==> src/rtl/inst_fetcher_if.sv <==
// Fetch-side bundle between inst_fetcher and its memory, decoder/dispatcher and reorder buffer.
// Handshakes: mem_req/mem_addr stay stable until a one-cycle mem_done; a queue entry transfers on every cycle with inst_valid && issue_ready.
interface inst_fetcher_if;
    logic        mem_req;
    logic [31:0] mem_addr;
    logic        mem_done;
    logic [31:0] mem_data;
    logic        inst_valid;
    logic [31:0] inst_out;
    logic [31:0] inst_pc;
    logic        inst_pred_taken;
    logic        issue_ready;
    logic        flush_in;
    logic [31:0] flush_pc;
    logic [1:0]  fsm_state;

    modport master (
        output mem_req, mem_addr, inst_valid, inst_out, inst_pc, inst_pred_taken, fsm_state,
        input  mem_done, mem_data, issue_ready, flush_in, flush_pc
    );

    modport slave (
        input  mem_req, mem_addr, inst_valid, inst_out, inst_pc, inst_pred_taken, fsm_state,
        output mem_done, mem_data, issue_ready, flush_in, flush_pc
    );
endinterface

==> src/rtl/inst_fetcher.sv <==
// Instruction fetch front end: PC, single outstanding memory fetch, FIFO instruction queue.
// Optional JAL next-PC prediction is enabled by defining FETCH_JAL_PREDICT_EN.
module inst_fetcher #(
    parameter int          IQ_WIDTH = 2,
    parameter logic [31:0] RESET_PC = 32'h0
) (
    input logic            clk_in,
    input logic            rst_in,
    inst_fetcher_if.master bus
);
    localparam int DEPTH = 1 << IQ_WIDTH;
    localparam logic [IQ_WIDTH:0] FULL = (IQ_WIDTH+1)'(DEPTH);

    typedef enum logic [1:0] {
        IDLE     = 2'd0,
        WAIT_MEM = 2'd1,
        DISCARD  = 2'd2
    } state_t;

    state_t              state, state_n;
    logic [31:0]         pc, pc_n, addr_n, next_pc, flush_target;
    logic                req_n, push, pop, clear;
    logic [31:0]         data_q [DEPTH];
    logic [31:0]         pc_q   [DEPTH];
    logic [IQ_WIDTH-1:0] head, tail;
    logic [IQ_WIDTH:0]   count;

    assign flush_target = bus.flush_pc & 32'hFFFF_FFFC;

`ifdef FETCH_JAL_PREDICT_EN
    logic             pred;
    logic [31:0]      jal_imm;
    logic [DEPTH-1:0] pred_q;

    assign pred    = (bus.mem_data[6:0] == 7'b1101111);
    assign jal_imm = {{11{bus.mem_data[31]}}, bus.mem_data[31], bus.mem_data[19:12],
                      bus.mem_data[20], bus.mem_data[30:21], 1'b0};
    assign next_pc = pc + (pred ? jal_imm : 32'd4);
    assign bus.inst_pred_taken = bus.inst_valid & pred_q[head];
`else
    assign next_pc = pc + 32'd4;
    assign bus.inst_pred_taken = 1'b0;
`endif

    // Outputs read zero while the queue is empty so the array itself needs no reset.
    assign bus.inst_valid = (count != '0);
    assign bus.inst_out   = bus.inst_valid ? data_q[head] : 32'h0;
    assign bus.inst_pc    = bus.inst_valid ? pc_q[head] : 32'h0;
    assign bus.fsm_state  = state;

    always_comb begin
        state_n = state;
        pc_n    = pc;
        req_n   = bus.mem_req;
        addr_n  = bus.mem_addr;
        push    = 1'b0;
        clear   = 1'b0;
        pop     = bus.inst_valid && bus.issue_ready;
        if (bus.flush_in) begin
            clear = 1'b1;
            pop   = 1'b0;
            pc_n  = flush_target;
        end
        case (state)
            IDLE: begin
                // Only one fetch is ever in flight, so a free slot now is a slot at return.
                if (!bus.flush_in && count < FULL) begin
                    req_n   = 1'b1;
                    addr_n  = pc;
                    state_n = WAIT_MEM;
                end
            end
            WAIT_MEM: begin
                if (bus.mem_done) begin
                    req_n   = 1'b0;
                    state_n = IDLE;
                    if (!bus.flush_in) begin
                        push = 1'b1;
                        pc_n = next_pc;
                    end
                end else if (bus.flush_in) begin
                    state_n = DISCARD;
                end
            end
            DISCARD: begin
                if (bus.mem_done) begin
                    req_n   = 1'b0;
                    state_n = IDLE;
                end
            end
            default: begin
                req_n   = 1'b0;
                state_n = IDLE;
            end
        endcase
    end

    always_ff @(posedge clk_in) begin
        if (rst_in) begin
            state        <= IDLE;
            pc           <= RESET_PC;
            bus.mem_req  <= 1'b0;
            bus.mem_addr <= 32'h0;
            head         <= '0;
            tail         <= '0;
            count        <= '0;
        end else begin
            state        <= state_n;
            pc           <= pc_n;
            bus.mem_req  <= req_n;
            bus.mem_addr <= addr_n;
            if (clear) begin
                head  <= '0;
                tail  <= '0;
                count <= '0;
            end else begin
                if (push) tail <= tail + 1'b1;
                if (pop)  head <= head + 1'b1;
                if (push && !pop)      count <= count + 1'b1;
                else if (pop && !push) count <= count - 1'b1;
            end
        end
    end

    always_ff @(posedge clk_in) begin
        if (push) begin
            data_q[tail] <= bus.mem_data;
            pc_q[tail]   <= pc;
`ifdef FETCH_JAL_PREDICT_EN
            pred_q[tail] <= pred;
`endif
        end
    end
endmodule

==> src/flat_wrapper.sv <==
// flat-port wrapper written by rule: the top's interface ports become plain ports
module inst_fetcher_flat 
#(
    parameter int          IQ_WIDTH = 2,
    parameter logic [31:0] RESET_PC = 32'h0
)
  (clk_in, rst_in, bus_mem_req, bus_mem_addr, bus_inst_valid, bus_inst_out, bus_inst_pc, bus_inst_pred_taken, bus_fsm_state, bus_mem_done, bus_mem_data, bus_issue_ready, bus_flush_in, bus_flush_pc);
  inst_fetcher_if bus_i ();
  input logic clk_in;
  input logic rst_in;
  output wire logic [$bits(bus_i.mem_req)-1:0] bus_mem_req;
  output wire logic [$bits(bus_i.mem_addr)-1:0] bus_mem_addr;
  output wire logic [$bits(bus_i.inst_valid)-1:0] bus_inst_valid;
  output wire logic [$bits(bus_i.inst_out)-1:0] bus_inst_out;
  output wire logic [$bits(bus_i.inst_pc)-1:0] bus_inst_pc;
  output wire logic [$bits(bus_i.inst_pred_taken)-1:0] bus_inst_pred_taken;
  output wire logic [$bits(bus_i.fsm_state)-1:0] bus_fsm_state;
  input wire logic [$bits(bus_i.mem_done)-1:0] bus_mem_done;
  input wire logic [$bits(bus_i.mem_data)-1:0] bus_mem_data;
  input wire logic [$bits(bus_i.issue_ready)-1:0] bus_issue_ready;
  input wire logic [$bits(bus_i.flush_in)-1:0] bus_flush_in;
  input wire logic [$bits(bus_i.flush_pc)-1:0] bus_flush_pc;
  assign bus_mem_req = bus_i.mem_req;
  assign bus_mem_addr = bus_i.mem_addr;
  assign bus_inst_valid = bus_i.inst_valid;
  assign bus_inst_out = bus_i.inst_out;
  assign bus_inst_pc = bus_i.inst_pc;
  assign bus_inst_pred_taken = bus_i.inst_pred_taken;
  assign bus_fsm_state = bus_i.fsm_state;
  assign bus_i.mem_done = bus_mem_done;
  assign bus_i.mem_data = bus_mem_data;
  assign bus_i.issue_ready = bus_issue_ready;
  assign bus_i.flush_in = bus_flush_in;
  assign bus_i.flush_pc = bus_flush_pc;
  inst_fetcher #(.IQ_WIDTH(IQ_WIDTH), .RESET_PC(RESET_PC)) u_core (.clk_in(clk_in), .rst_in(rst_in), .bus(bus_i));
endmodule
==> config.mk <==
export PLATFORM = sky130hd
export DESIGN_NAME = inst_fetcher_flat
export DESIGN_NICKNAME = d
export VERILOG_FILES = /design/src/rtl/inst_fetcher_if.sv /design/src/rtl/inst_fetcher.sv /design/src/flat_wrapper.sv
export SDC_FILE = /design/constraint.sdc
export NUM_CORES = 1
export LEC_CHECK = 0
export ABC_AREA = 0
export ABC_CLOCK_PERIOD_IN_PS = 3200
export CAP_MARGIN = 20
export CORE_MARGIN = 4
export CORE_UTILIZATION = 55
export DETAILED_ROUTE_END_ITERATION = 12
export DONT_BUFFER_PORTS = 1
export PLACE_DENSITY = 0.73
export SYNTH_ARGS = -nofsm -noshare
export SYNTH_HDL_FRONTEND = slang
export SYNTH_SLANG_ARGS = --single-unit
==> constraint.sdc <==
create_clock -name clk_in -period 3.2 [get_ports clk_in]
set_input_delay 0.48 -clock clk_in [delete_from_list [all_inputs] [get_ports clk_in]]
set_output_delay 0.48 -clock clk_in [all_outputs]
set_load 0.01 [all_outputs]
# Yosys cells after proc, flatten, opt, wreduce, memory -nomap -nowiden

Memories as Yosys holds them, arrays and structs flattened. A register that Yosys moved wholly into a read port is not among the register bits.
Index checks and enable logic that the tools add are counted.

Flip-flop bits (word level): 74
RAM bits: 256
Input port bits: 69
Output and inout bits: 101
Logic and storage cells: 63
Memories kept: 2

Add/subtract/negate cells: 5
$lt $le $gt $ge: 1
Equality and inequality tests: 6
Multiplexer cells: 27
Reductions and logical operators: 15

Memories:

| name          | words | bits a word | rd ports | clocked after Yosys merged registers in | write ports | RTL line           | RTL |
|---|---|---|---|---|---|---|---|
| u_core.data_q | 4     | 32          | 1        | 1                                       | 1           | inst_fetcher.sv:23 | `logic [31:0] data_q [DEPTH];` |
| u_core.pc_q   | 4     | 32          | 1        | 1                                       | 1           | inst_fetcher.sv:24 | `logic [31:0] pc_q [DEPTH];` |

Operator list:

| kind                                                | count |
|---|---|
| two-way mux 32 bit                                  | 6 |
| adder 32 x 3 -> 32 bit, second input constant       | 1 |
| two-way mux 2 bit                                   | 8 |
| two-way mux 1 bit                                   | 9 |
| two-way mux 3 bit                                   | 2 |
| one-hot mux 2 bit (3 select lines)                  | 1 |
| adder 2 x 1 -> 2 bit, second input constant         | 2 |
| logical AND 1 bit                                   | 4 |
| != test 2 x 1 -> 1 bit, second input constant       | 2 |
| AND reduction 2 bit                                 | 2 |
| OR reduction 2 bit                                  | 2 |
| adder 3 x 1 -> 3 bit, second input constant         | 1 |
| logical NOT 1 bit                                   | 3 |
| less-than comparator 3 bit, second input constant   | 1 |
| != test 3 bit, second input constant                | 1 |
| AND reduction 3 bit                                 | 1 |
| nonzero test 3 bit                                  | 1 |
| subtractor 3 x 1 -> 3 bit, second input constant    | 1 |
| equality test 2 x 1 -> 1 bit, second input constant | 1 |
| equality test 2 bit, second input constant          | 1 |
| logical NOT 2 bit                                   | 1 |
| != test 2 bit, second input constant                | 1 |
| one-hot mux 1 bit (2 select lines)                  | 1 |
| nonzero test 2 bit                                  | 1 |

# Logic depth before layout (Yosys ltp)

Gate-level depths: netlist of the first run.

Depth in word-level cells: 7
Mapped depth: 11
Gate-level depth less buffers: 10

# Worst setup path after synthesis of the first run

No wires, ideal clock.

Kind: input to register
From: input port bus_flush_in
To: memory u_core.data_q[0][0], enable pin
Library setup time: 0.429 ns
Arrival time: 2.615 ns
Required time: 2.771 ns
Path slack: 0.156 ns
Stages: 4
Path buffers: 2
Path through: clkbuf_1 buf_1 nor2_1 and2_1

Cells in the longest elaborated chain, start to end: 5

RTL lines:

| item                                    | RTL line            | RTL |
|---|---|---|
| start: declaration                      | flat_wrapper.sv:21  | `input wire logic [$bits(bus_i.flush_in)-1:0] bus_flush_in;` |
| two-way mux 1 bit                       | inst_fetcher.sv:77  | `if (!bus.flush_in) begin` |
| two-way mux 1 bit                       | inst_fetcher.sv:74  | `if (bus.mem_done) begin` |
| two-way mux 1 bit                       | inst_fetcher.sv:64  | `case (state)` |
| via u_core.push                         | inst_fetcher.sv:22  | `logic req_n, push, pop, clear;` |
| two-way mux 1 bit                       | inst_fetcher.sv:126 | `if (push) begin` |
| two-way mux 1 bit (implied by the code) | inst_fetcher.sv:127 | `data_q[tail] <= bus.mem_data;` |
| end: declaration                        | inst_fetcher.sv:23  |  |

The timed path passes the listed nets, and every way through them passes these cells.

# Worst setup path in the final report of the first run

From: register u_core.state[0] (netlist: u_core.bus.fsm_state[0])
To: register u_core.count[2]

Cells in the longest elaborated chain, start to end: 5
Elaborated cells on any way between the ends: 7
Classes of those cells: eq/ne: 1; mux: 2; reduce/logical: 4

RTL lines:

| item                                | RTL line            | RTL |
|---|---|---|
| start: declaration                  | inst_fetcher.sv:20  | `state_t state, state_n;` |
| start signal: assignment            | inst_fetcher.sv:108 | `state <= state_n;` |
| equality test 2 x 1 -> 1 bit *      | inst_fetcher.sv:64  |  |
| two-way mux 1 bit *                 | inst_fetcher.sv:64  |  |
| via u_core.push                     | inst_fetcher.sv:22  |  |
| logical NOT 1 bit                   | inst_fetcher.sv:120 | `else if (pop && !push) count <= count - 1'b1;` |
| logical AND 1 bit                   | inst_fetcher.sv:120 |  |
| nonzero test 2 bit (no source line) | --                  |  |
| end signal: assignment              | inst_fetcher.sv:119 | `if (push && !pop) count <= count + 1'b1;` |
| end signal: assignment              | inst_fetcher.sv:120 |  |
| end: declaration                    | inst_fetcher.sv:26  | `logic [IQ_WIDTH:0] count;` |

The timed path passes the listed nets; every way through them passes the cells marked *.
A chain may end at the register's enable or synchronous reset.

==> summary.txt, run 1 <==
Status
  • Status: completed

Synthesis
  • Syn_nets: 920
  • Post-Synthesis Cells: 841
  • #FFs+latches synth: 332
  • Synth warn: 0
  • Main synth FF type: edfxtp_1
  • Register area share after synthesis: 69.60%
  • Syn_area_per_cell: 15.73 µm²
  • Synth cell types: 57
  • EDFF count, synth: 256
  • Cell area after synthesis: 13230 µm²
  • Synth async-reset ratio: 0%

Timing
  • Slew Viols, Final: 0
  • TNS Setup: 0 ps
  • Worst-Margin Slew: 765.2 ps
  • Final Cycle Share: 88.36%
  • Final Critical Period: 2828 ps
  • Slew Limit Headroom: 48.56%
  • Final setup fails: 0
  • Final Hold Viols: 0
  • Highest Clock Rate: 0.3537 GHz
  • Worst clock skew: 23.45 ps
  • RSZ-0062 raised after global routing: no

Cells and area
  • Area grow syn2layout: 13.29%
  • Highest-count cells in the layout ignoring fill and taps: edfxtp_1, nand2_1, dfxtp_1
  • Fill cell count: 1682
  • Final Non-Filler Cells: 1217
  • Antenna cells: 0
  • Most common cell after layout, fill and taps aside: edfxtp_1
  • Final instance area: 14990 µm²
  • Share of cells above drive strength 1: 17.04%
  • Fin nets: 952

CTS
  • Hold-fix buffer count after cts: 21
  • Cts repair resizes: 0
  • CTS buffer count: 31
  • Postcts setup bufs: 0
  • H-tree levels: 1
  • Worst skew pair latency: 560 ps
  • Register clock-pin slew on the reported worst setup and hold paths: 70 ps
  • CTS tree: built
  • Root Driver: clkbuf_16
  • Clk buf depth: 3
  • Num Clock Sinks: 332

Route
  • Initial drt markers: 574
  • Final ANT Viol Nets: 0
  • Vias/cell: 5.972
  • Vias: 7268
  • DRT Pass-1 Iters: 6
  • DRC violations left: 0
  • Drt wl/cell: 22.28 µm
  • Routed WL: 27.11 mm

GRT
  • Largest net degree at the start of global routing: 68
  • GR Overflow Total: 0
  • Tot GR Track Use: 20.49%
  • Vias in the first global route: 7661
  • First-pass GRT wire length: 42.86 mm
  • Initial antenna violation count: 0

Critical path
  • Critical path class: register to register
  • Max stage delay cell, worst path: dfxtp_1
  • Crit path DAT: 3290 ps
  • CP Cell Sequence: ha_1 -> nand2_1 -> nor2_1 -> ha_1 -> inv_1 -> fa_1 -> xor2_1 -> or3_1 -> a21oi_1
  • Crit. End Element: register
  • CP peak stage delay: 440 ps
  • Most frequent CP cell: ha_1
  • Max FO, Critical Path: 10
  • Worst setup SP type: register
  • CP required: 3660 ps

Floorplan
  • Die Width: 163.1 µm
  • Die H: 163.1 µm
  • Core ar.: 23540 µm²
  • Row cnt: 56
  • Die ar.: 26600 µm²
  • I/O Pins: 170
  • Initial Util: 56.20%

Power and ir drop
  • PwrDens: 589.3 nW/µm²
  • Peak supply drop: 0.4127 mV
  • Total power draw: 8.833 mW
  • Leakage: 4.786 nW

Worst hold path
  • HP Class: primary input to register

Place
  • Placed cells: 1131
  • Global placement routability congestion: 0.9109
  • DP Area: 13660 µm²
  • DP HPWL: 17.09 mm
  • Buffers on Ports: 0

Job
  • Max Cap Violations: 0
==> kinds of logic after synthesis <==
logic type	count (synthesis)	share of synthesized area [%]
buffers and inverters	60	1.816
muxes	65	10.97
DFF	332	69.60
and+or+nand+nor	265	10.84
other	1	0.02834
adders and majority gates	10	1.002
AOI/OAI and AO/OA	92	4.690
xor gates and xnor gates	16	1.059
==> area by class of cell <==
type                       instances  area (µm²)  area share (%)
clock buffer                      42       869.6           5.801
sequential                       332        9216           61.49
inverter                          14       52.55          0.3506
tap                              319       399.1           2.663
clock inverter                    16       155.1           1.035
timing repair buffer              45       498.0           3.322
multi-input combinational        449        3799           25.34
==> state kept, by name, summed over array words and instances (netlist names), named ones only <==
register              cells
u_core.tail               2
u_core.pc_q             128
u_core.data_q           128
u_core.bus.mem_req        1
u_core.bus.mem_addr      32
u_core.bus.fsm_state      2
u_core.pc                32
u_core.count              3
u_core.head               2
==> synth_stat cells (all sizes together) (2+ instances only) <==
master | number | area share (%)
a211oi | 10 | 0.57
edfxtp | 256 | 58
nand2 | 86 | 2.4
mux4 | 64 | 11
o31a | 2 | 0.14
xnor2 | 7 | 0.46
a21oi | 39 | 1.5
dfxtp | 76 | 11
nor3 | 12 | 0.45
nor4 | 8 | 0.54
a311oi | 12 | 0.79
o21ai | 9 | 0.34
nand2b | 2 | 0.095
or4 | 7 | 0.46
ha | 9 | 0.85
clkbuf | 34 | 0.97
nor2b | 4 | 0.19
nand4 | 11 | 0.73
nor2 | 30 | 0.85
and4 | 6 | 0.41
or3 | 7 | 0.33
a2111oi | 2 | 0.13
and2 | 68 | 3.2
o2111a | 3 | 0.26
o31ai | 5 | 0.28
xor2 | 9 | 0.60
nand3 | 16 | 0.70
a311o | 3 | 0.23
or2 | 2 | 0.095
and3 | 4 | 0.19
buf | 12 | 0.44
inv | 13 | 0.37
==> worst max-delay path, delay by kind of cell, from the launching register on <==
family / cells / cell delay, ps
adder cells (fa/ha/maj): 3 / 1040
AND/OR/NAND/NOR: 3 / 860
flip-flops: 1 / 440
AO/OA/AOI/OAI: 1 / 180
XOR/XNOR: 1 / 160
buffers and inverters: 1 / 60
==> worst paths after layout <==
check                               start                      end  slack (ps)  cells past startpoint
setup reg to reg  u_core.bus.fsm_state[0]          u_core.count[2]         370                      9
setup / recovery  u_core.bus.fsm_state[0]          u_core.count[2]         370                      9
hold / removal           bus_mem_data[26]     u_core.data_q[2][26]          30                      0
hold reg to reg   u_core.bus.mem_addr[25]  u_core.bus.mem_addr[25]         500                      2
==> metal layers <==
metal | GRT usage, % | wire (µm) | vias to the layer above
met2 | 33.92 | 13280 | 284
li1 | - | - | 3298
met3 | 5.223 | 2172 | 35
met5 | 0 | 0 | -
met4 | 4.537 | 460 | 0
met1 | 27.88 | 11200 | 3651
==> report_power, final <==
part           total, mW  internal, mW  switching (mW)
logic              0.359         0.149           0.210
registers           4.83          4.72           0.113
clock network       3.64          2.14            1.50
==> per-stage QoR <==
stage          hold WS [ps]  util (%)  setup WS, ps
4_1_cts               6.848     63.30         283.9
2_1_floorplan         459.2         -         156.0
3_5_place_dp          490.8     58.01         427.6
6_report              32.04     63.67         372.4
5_1_grt               1.494     63.67         176.3
3_3_place_gp          474.7     58.01         638.8
No activity file was read; power rests on OpenSTA's default activity.
==> inputs of run 2 (changes only) <==
Settings changed: ABC_CLOCK_PERIOD_IN_PS 3200 to 2900, PLACE_DENSITY 0.73 to 0.7.
Clock period 3.2 ns to 2.9 ns, I/O delays scaled along.
==> run 2 against run 1 <==
Effect of this change:
- flip-flop and latch count did not move
- hold slack worse by 3.6 ps
- design area fell by 0.41%
- register-to-register slack got worse by 20 ps
- die area unchanged
- clock skew down 3.0 ps
- combinational power fell by 1%
==> summary.txt, run 2 (synthesized netlist as in run 1, its figures left out) <==
Cells and area
  • Area taken by flip-flops and latches: 9216 µm² (unchanged)
  • Highest-count cells in the layout ignoring fill and taps: edfxtp_1, nand2_1, dfxtp_1
  • Fill cell count: 1692 (+0.59%)
  • Most common cell after layout, fill and taps aside: edfxtp_1
  • Area grow syn2layout: 12.82%
  • Largest registers: u_core.data_q x128, u_core.pc_q x128
  • Share of cells above drive strength 1: 18.07% (+1.0 points)
  • Fin nets: 933 (-2.0%)
  • Antenna cells: 0 (unchanged)
  • Area of the multi-input gates: 3799 µm² (unchanged)

GRT
  • First-pass GRT wire length: 42.03 mm (-1.9%)
  • Tot GR Track Use: 20.23% (-0.26 points)
  • Largest net degree at the start of global routing: 68 (unchanged)
  • Initial antenna violation count: 0 (unchanged)
  • Vias in the first global route: 7465 (-2.6%)
  • GR Overflow Total: 0 (unchanged)

Floorplan
  • Row cnt: 56 (unchanged)
  • Core ar.: 23540 µm² (unchanged)
  • Die ar.: 26600 µm² (unchanged)
  • I/O Pins: 170 (unchanged)
  • Die Width: 163.1 µm (unchanged)
  • Die H: 163.1 µm (unchanged)
  • Initial Util: 56.20% (unchanged)

Critical path
  • Max stage delay cell, worst path: dfxtp_1
  • CP Cell Sequence: ha_1 -> nand2_1 -> nor2_1 -> ha_1 -> inv_1 -> fa_1 -> xor2_1 -> or3_1 -> a21oi_1
  • R2r endpoint: u_core.count[2]
  • Crit. End Element: register
  • FF-to-FF setup slack: 360 ps (-20 ps)
  • Crit path capture: u_core.count[2]
  • Critical path class: register to register
  • CP startpoint: u_core.bus.fsm_state[0]
  • CP peak stage delay: 460 ps (+20 ps)
  • Crit path DAT: 2970 ps (-320 ps)
  • Most frequent CP cell: ha_1
  • RR Startpoint: u_core.bus.fsm_state[0]
  • CP required: 3320 ps (-340 ps)
  • R2R cell count: 9 (unchanged)
  • Max FO, Critical Path: 5 (-5)
  • Worst setup SP type: register

Route
  • DRT Pass-1 Iters: 6 (unchanged)
  • Drt wl/cell: 22.39 µm (+0.51%)
  • Routed WL: 26.85 mm (-0.98%)
  • DRC violations left: 0 (unchanged)
  • Vias/cell: 6.004 (+0.54%)
  • Final ANT Viol Nets: 0 (unchanged)
  • Vias: 7199 (-0.95%)
  • Initial drt markers: 453 (-21%)

Timing
  • Final Cycle Share: 87.72% (-0.64 points)
  • Slew Limit Headroom: 46.74% (-1.8 points)
  • Worst clock skew: 20.40 ps (-3.048 ps)
  • Worst-Margin Slew: 792.3 ps (+27.11 ps)
  • RSZ-0062 raised after global routing: no
  • Final setup fails: 0 (unchanged)
  • Final Hold Viols: 0 (unchanged)
  • Slew Viols, Final: 0 (unchanged)
  • TNS Setup: 0 ps (unchanged)
  • Final Critical Period: 2544 ps (-283.6 ps)
  • Highest Clock Rate: 0.3931 GHz (+11%)
  • Setup ws final: 356.0 ps (-16.40 ps)

Power and ir drop
  • Leakage: 4.764 nW (-0.46%)
  • Clock power share: 44.0% (+2.7 points)
  • Total power draw: 10.15 mW (+15%)
  • Power Internal: 8.126 mW (+16%)
  • NetSw: 2.027 mW (+11%)
  • Share of power burned in registers: 52.5% (-2.2 points)
  • Combinational share of power: 3.5% (-0.6 points)
  • Peak supply drop: 0.4169 mV (+1.0%)
  • Switching Share: 19.96% (-0.70 points)
  • PwrDens: 680.1 nW/µm² (+15%)

CTS
  • Num Clock Sinks: 332 (unchanged)
  • Clk buf depth: 3 (unchanged)
  • Worst skew pair latency: 500 ps (-60 ps)
  • Root Driver: clkbuf_16
  • H-tree levels: 2 (+1)
  • Register clock-pin slew on the reported worst setup and hold paths: 60 ps (about the same)
  • CTS buffer count: 34 (+9.7%)
  • Postcts setup bufs: 0 (unchanged)
  • CTS tree: built

Place
  • Worst slack, placed: 424.2 ps (-3.419 ps)
  • DP HPWL: 17.06 mm (-0.17%)
  • Buffers on Ports: 0 (unchanged)
  • Global placement routability congestion: 0.8976 (-1.5%)

Job
  • Max Cap Violations: 0 (unchanged)

Worst hold path
  • HP Class: primary input to register

Status
  • Status: completed
==> run 2: cell types whose count changed in the layout (fill, tap and decap cells not counted), sizes merged <==
cell         before  now
buf              19   22
bufinv            3    5
clkbuf           42   48
clkinv           13   10
dlygate4sd3      26    1
inv              14   13
==> run 2: worst max-delay path: cells and delay by family, from the launching register on <==
family,cells,cell delay (ps)
flip-flops,1,460
XOR/XNOR,1,160
buffers and inverters,1,60
AND/OR/NAND/NOR,3,780
AO/OA/AOI/OAI,1,170
adder cells (fa/ha/maj),3,830
==> run 2: cell type report <==
type                    count  share of cell area (%)
clock buffers              48                   6.496
flip-flops and latches    332                   61.74
clock inverters            14                   1.282
multi-input cells         449                   25.45
inverters                  14                  0.3520
well taps                 319                   2.674
repair buffers             23                   2.012
==> run 2: worst min-delay path by stage <==
| stage | start | endpoint | slack (ps) | depth (start not counted) |
|---|---|---|---|---|
| after floorplan | u_core.pc[5] | u_core.pc_q[0][5] | 460 | 0 |
| after global placement | u_core.tail[1] | u_core.tail[1] | 480 | 2 |
| after detailed placement | u_core.bus.mem_addr[15] | u_core.bus.mem_addr[15] | 490 | 2 |
| after CTS | bus_mem_data[3] | u_core.data_q[0][3] | 6 | 0 |
| after global routing | bus_mem_data[3] | u_core.data_q[2][3] | 6 | 0 |
| final | rst_in | u_core.pc[16] | 30 | 1 |
==> run 2: per-layer routing <==
metal  share of wire, %  track usage [%]  vias to the layer above
met1                 41            26.68                     3638
met2                 50            33.72                      263
met5                  0                0                        -
met4                1.6            4.804                        0
li1                   -                -                     3261
met3                8.0            5.829                       37
==> run 2: repair_timing <==
action,4_1_cts,5_1_grt
setup endpoints to repair,0,0
resized for setup,0,0
endpoints found under the hold margin,49,0
hold buffers,2,0
==> run 2: power groups by stage <==
stage | registers, mW | clock network (mW) | logic (mW)
2_1_floorplan | 5.38 | 0 | 0.281
3_5_place_dp | 5.43 | 0 | 0.340
5_1_grt | 5.34 | 4.79 | 0.390
4_1_cts | 5.33 | 4.57 | 0.358
6_report | 5.33 | 4.47 | 0.354
3_3_place_gp | 5.42 | 0 | 0.326
==> run 2: stage by stage <==
step / hold WS (ps) / cell area (µm²) / util [%] / instances
after floorplan: 459.2 / 13240 / - / 841
after global placement: 476.1 / 13740 / 58.35 / 1135
after detailed placement: 490.9 / 13740 / 58.35 / 1135
after global routing: 6.327 / 14930 / 63.41 / 1199
after CTS: 6.056 / 14930 / 63.41 / 1199
final: 28.41 / 14930 / 63.41 / 1199
==> inputs of run 3 (changes only) <==
Settings changed: CORE_MARGIN 4 to 2.
==> run 3 against run 2 <==
Effect of this change:
- sequential power about the same
- non-clock buffer count down 2
- setup slack worse by 76 ps
- power down 3.0%
- die area down 4.8%
- combinational power about the same
- cell count down 0.33%
- count of clock-buffer cells in the layout down 6
- critical path depth down 6
- hold slack worse by 4.4 ps
- via count up 0.19%
- flip-flop and latch count unchanged
- critical endpoint is now bus_inst_out[16]
- highest routed layer unchanged
==> summary.txt, run 3 (synthesized netlist as in run 1, its figures left out) <==
Status
  • Status: completed

Timing
  • Worst-Margin Slew: 806.9 ps (+14.58 ps)
  • RSZ-0062 raised after global routing: no
  • Slew Viols, Final: 0 (unchanged)
  • Worst clock skew: 15.94 ps (-4.460 ps)
  • Final Cycle Share: 90.36% (+2.6 points)
  • Final setup fails: 0 (unchanged)
  • Highest Clock Rate: 0.3816 GHz (-2.9%)
  • Hold WS: 24.02 ps (-4.395 ps)
  • TNS Setup: 0 ps (unchanged)
  • Final Hold Viols: 0 (unchanged)
  • Slew Limit Headroom: 45.76% (-0.98 points)
  • Final Critical Period: 2620 ps (+76.42 ps)

Critical path
  • Critical path class: register to output pin
  • CP required: 2470 ps (-850 ps)
  • Crit path DAT: 2190 ps (-780 ps)
  • Worst setup SP type: register
  • Crit. End Element: output pin
  • Max FO, Critical Path: 26 (+21)

GRT
  • GR Overflow Total: 0 (unchanged)
  • First-pass GRT wire length: 42.10 mm (+0.15%)
  • Largest net degree at the start of global routing: 68 (unchanged)
  • Initial antenna violation count: 0 (unchanged)
  • Tot GR Track Use: 21.05% (+0.82 points)
  • Vias in the first global route: 7623 (+2.1%)

CTS
  • CTS tree: built
  • H-tree levels: 2 (unchanged)
  • Num Clock Sinks: 332 (unchanged)
  • Root Driver: clkbuf_16
  • Worst skew pair latency: 500 ps (about the same)
  • Clk buf depth: 3 (unchanged)
  • Postcts setup bufs: 0 (unchanged)
  • Register clock-pin slew on the reported worst setup and hold paths: 60 ps (about the same)
  • CTS buffer count: 34 (unchanged)

Job
  • Max Cap Violations: 0 (unchanged)

Cells and area
  • Largest registers: u_core.data_q x128, u_core.pc_q x128
  • Area grow syn2layout: 11.94%
  • Highest-count cells in the layout ignoring fill and taps: edfxtp_1, nand2_1, dfxtp_1
  • Fin nets: 931 (-0.21%)
  • Share of cells above drive strength 1: 17.24% (-0.83 points)
  • Antenna cells: 0 (unchanged)
  • Most common cell after layout, fill and taps aside: edfxtp_1
  • Fill cell count: 1732 (+2.4%)

Place
  • Global placement routability congestion: 0.9207 (+2.6%)
  • DP HPWL: 16.29 mm (-4.5%)
  • Buffers on Ports: 0 (unchanged)

Route
  • Final ANT Viol Nets: 0 (unchanged)
  • Vias: 7213 (+0.19%)
  • Drt wl/cell: 22.37 µm (-0.10%)
  • Initial drt markers: 561 (+24%)
  • DRT Pass-1 Iters: 5 (-1)
  • Routed WL: 26.73 mm (-0.44%)
  • Vias/cell: 6.036 (+0.53%)
  • DRC violations left: 0 (unchanged)

Worst hold path
  • HP Class: primary input to register

Floorplan
  • I/O Pins: 170 (unchanged)
  • Row cnt: 56 (unchanged)
  • Die H: 159.1 µm (-2.5%)
  • Die ar.: 25310 µm² (-4.8%)
  • Die Width: 159.1 µm (-2.5%)
  • Core ar.: 23540 µm² (unchanged)
  • Initial Util: 56.20% (unchanged)

Power and ir drop
  • Peak supply drop: 0.4414 mV (+5.9%)
  • Leakage: 4.699 nW (-1.3%)
  • PwrDens: 665.0 nW/µm² (-2.2%)
[run 3: final timing paths]
kind | from | end | slack [ps] | depth (start not counted)
worst min register to register | u_core.tail[1] | u_core.tail[1] | 500 | 2
worst max-delay path | register | bus_inst_out[16] | 280 | 3
worst max register to register | u_core.bus.fsm_state[0] | u_core.count[2] | 360 | 9
worst min-delay path | rst_in | u_core.bus.mem_addr[11] | 20 | 1
[run 3: layout make-up]
cell class	instances	area [µm²]	area share, %
sequential	332	9216	62.22
multi-input combinational	449	3799	25.65
clock buffer	42	944.7	6.378
tap	319	399.1	2.695
timing repair buffer	21	267.8	1.808
clock inverter	18	132.6	0.8954
inverter	14	52.55	0.3548
[run 3: report_power, final]
group | switching, mW | leakage, nW | total, mW | internal, mW
logic | 0.212 | 1.22 | 0.353 | 0.141
clock network | 1.68 | 0.530 | 4.16 | 2.48
registers | 0.126 | 2.95 | 5.33 | 5.21
[run 3: per-layer routing]
metal / vias to the layer above / track usage [%] / share of wire, %
li1: 3255 / - / -
met1: 3647 / 27.54 / 42
met2: 268 / 34.90 / 49
met3: 43 / 5.835 / 7.4
met4: 0 / 6.074 / 2.0
met5: - / 0 / 0
[run 3: repair_timing]
| action | in CTS | in global routing |
|---|---|---|
| hold endpoints to repair | 35 | 7 |
| hold buffers | 3 | 2 |
| resized for setup | 0 | 0 |
[run 3: worst max-delay path: stages (launching register included)]
cell	delay, ps
dfxtp_4	630
buf_12	300
mux4_2	560
and2_1	210
[run 3: per-stage QoR]
stage | setup WS [ps] | cells | cell area, µm² | util (%) | power [mW]
6_report | 279.6 | 1195 | 14810 | 62.91 | 9.849
5_1_grt | 127.2 | 1195 | 14810 | 62.91 | 10.19
4_1_cts | 197.2 | 1193 | 14790 | 62.83 | 9.925
3_5_place_dp | 387.4 | 1130 | 13670 | 58.08 | 5.766
3_3_place_gp | 523.8 | 1130 | 13670 | 58.08 | 5.740
2_1_floorplan | 268.6 | 841 | 13240 | - | 5.665
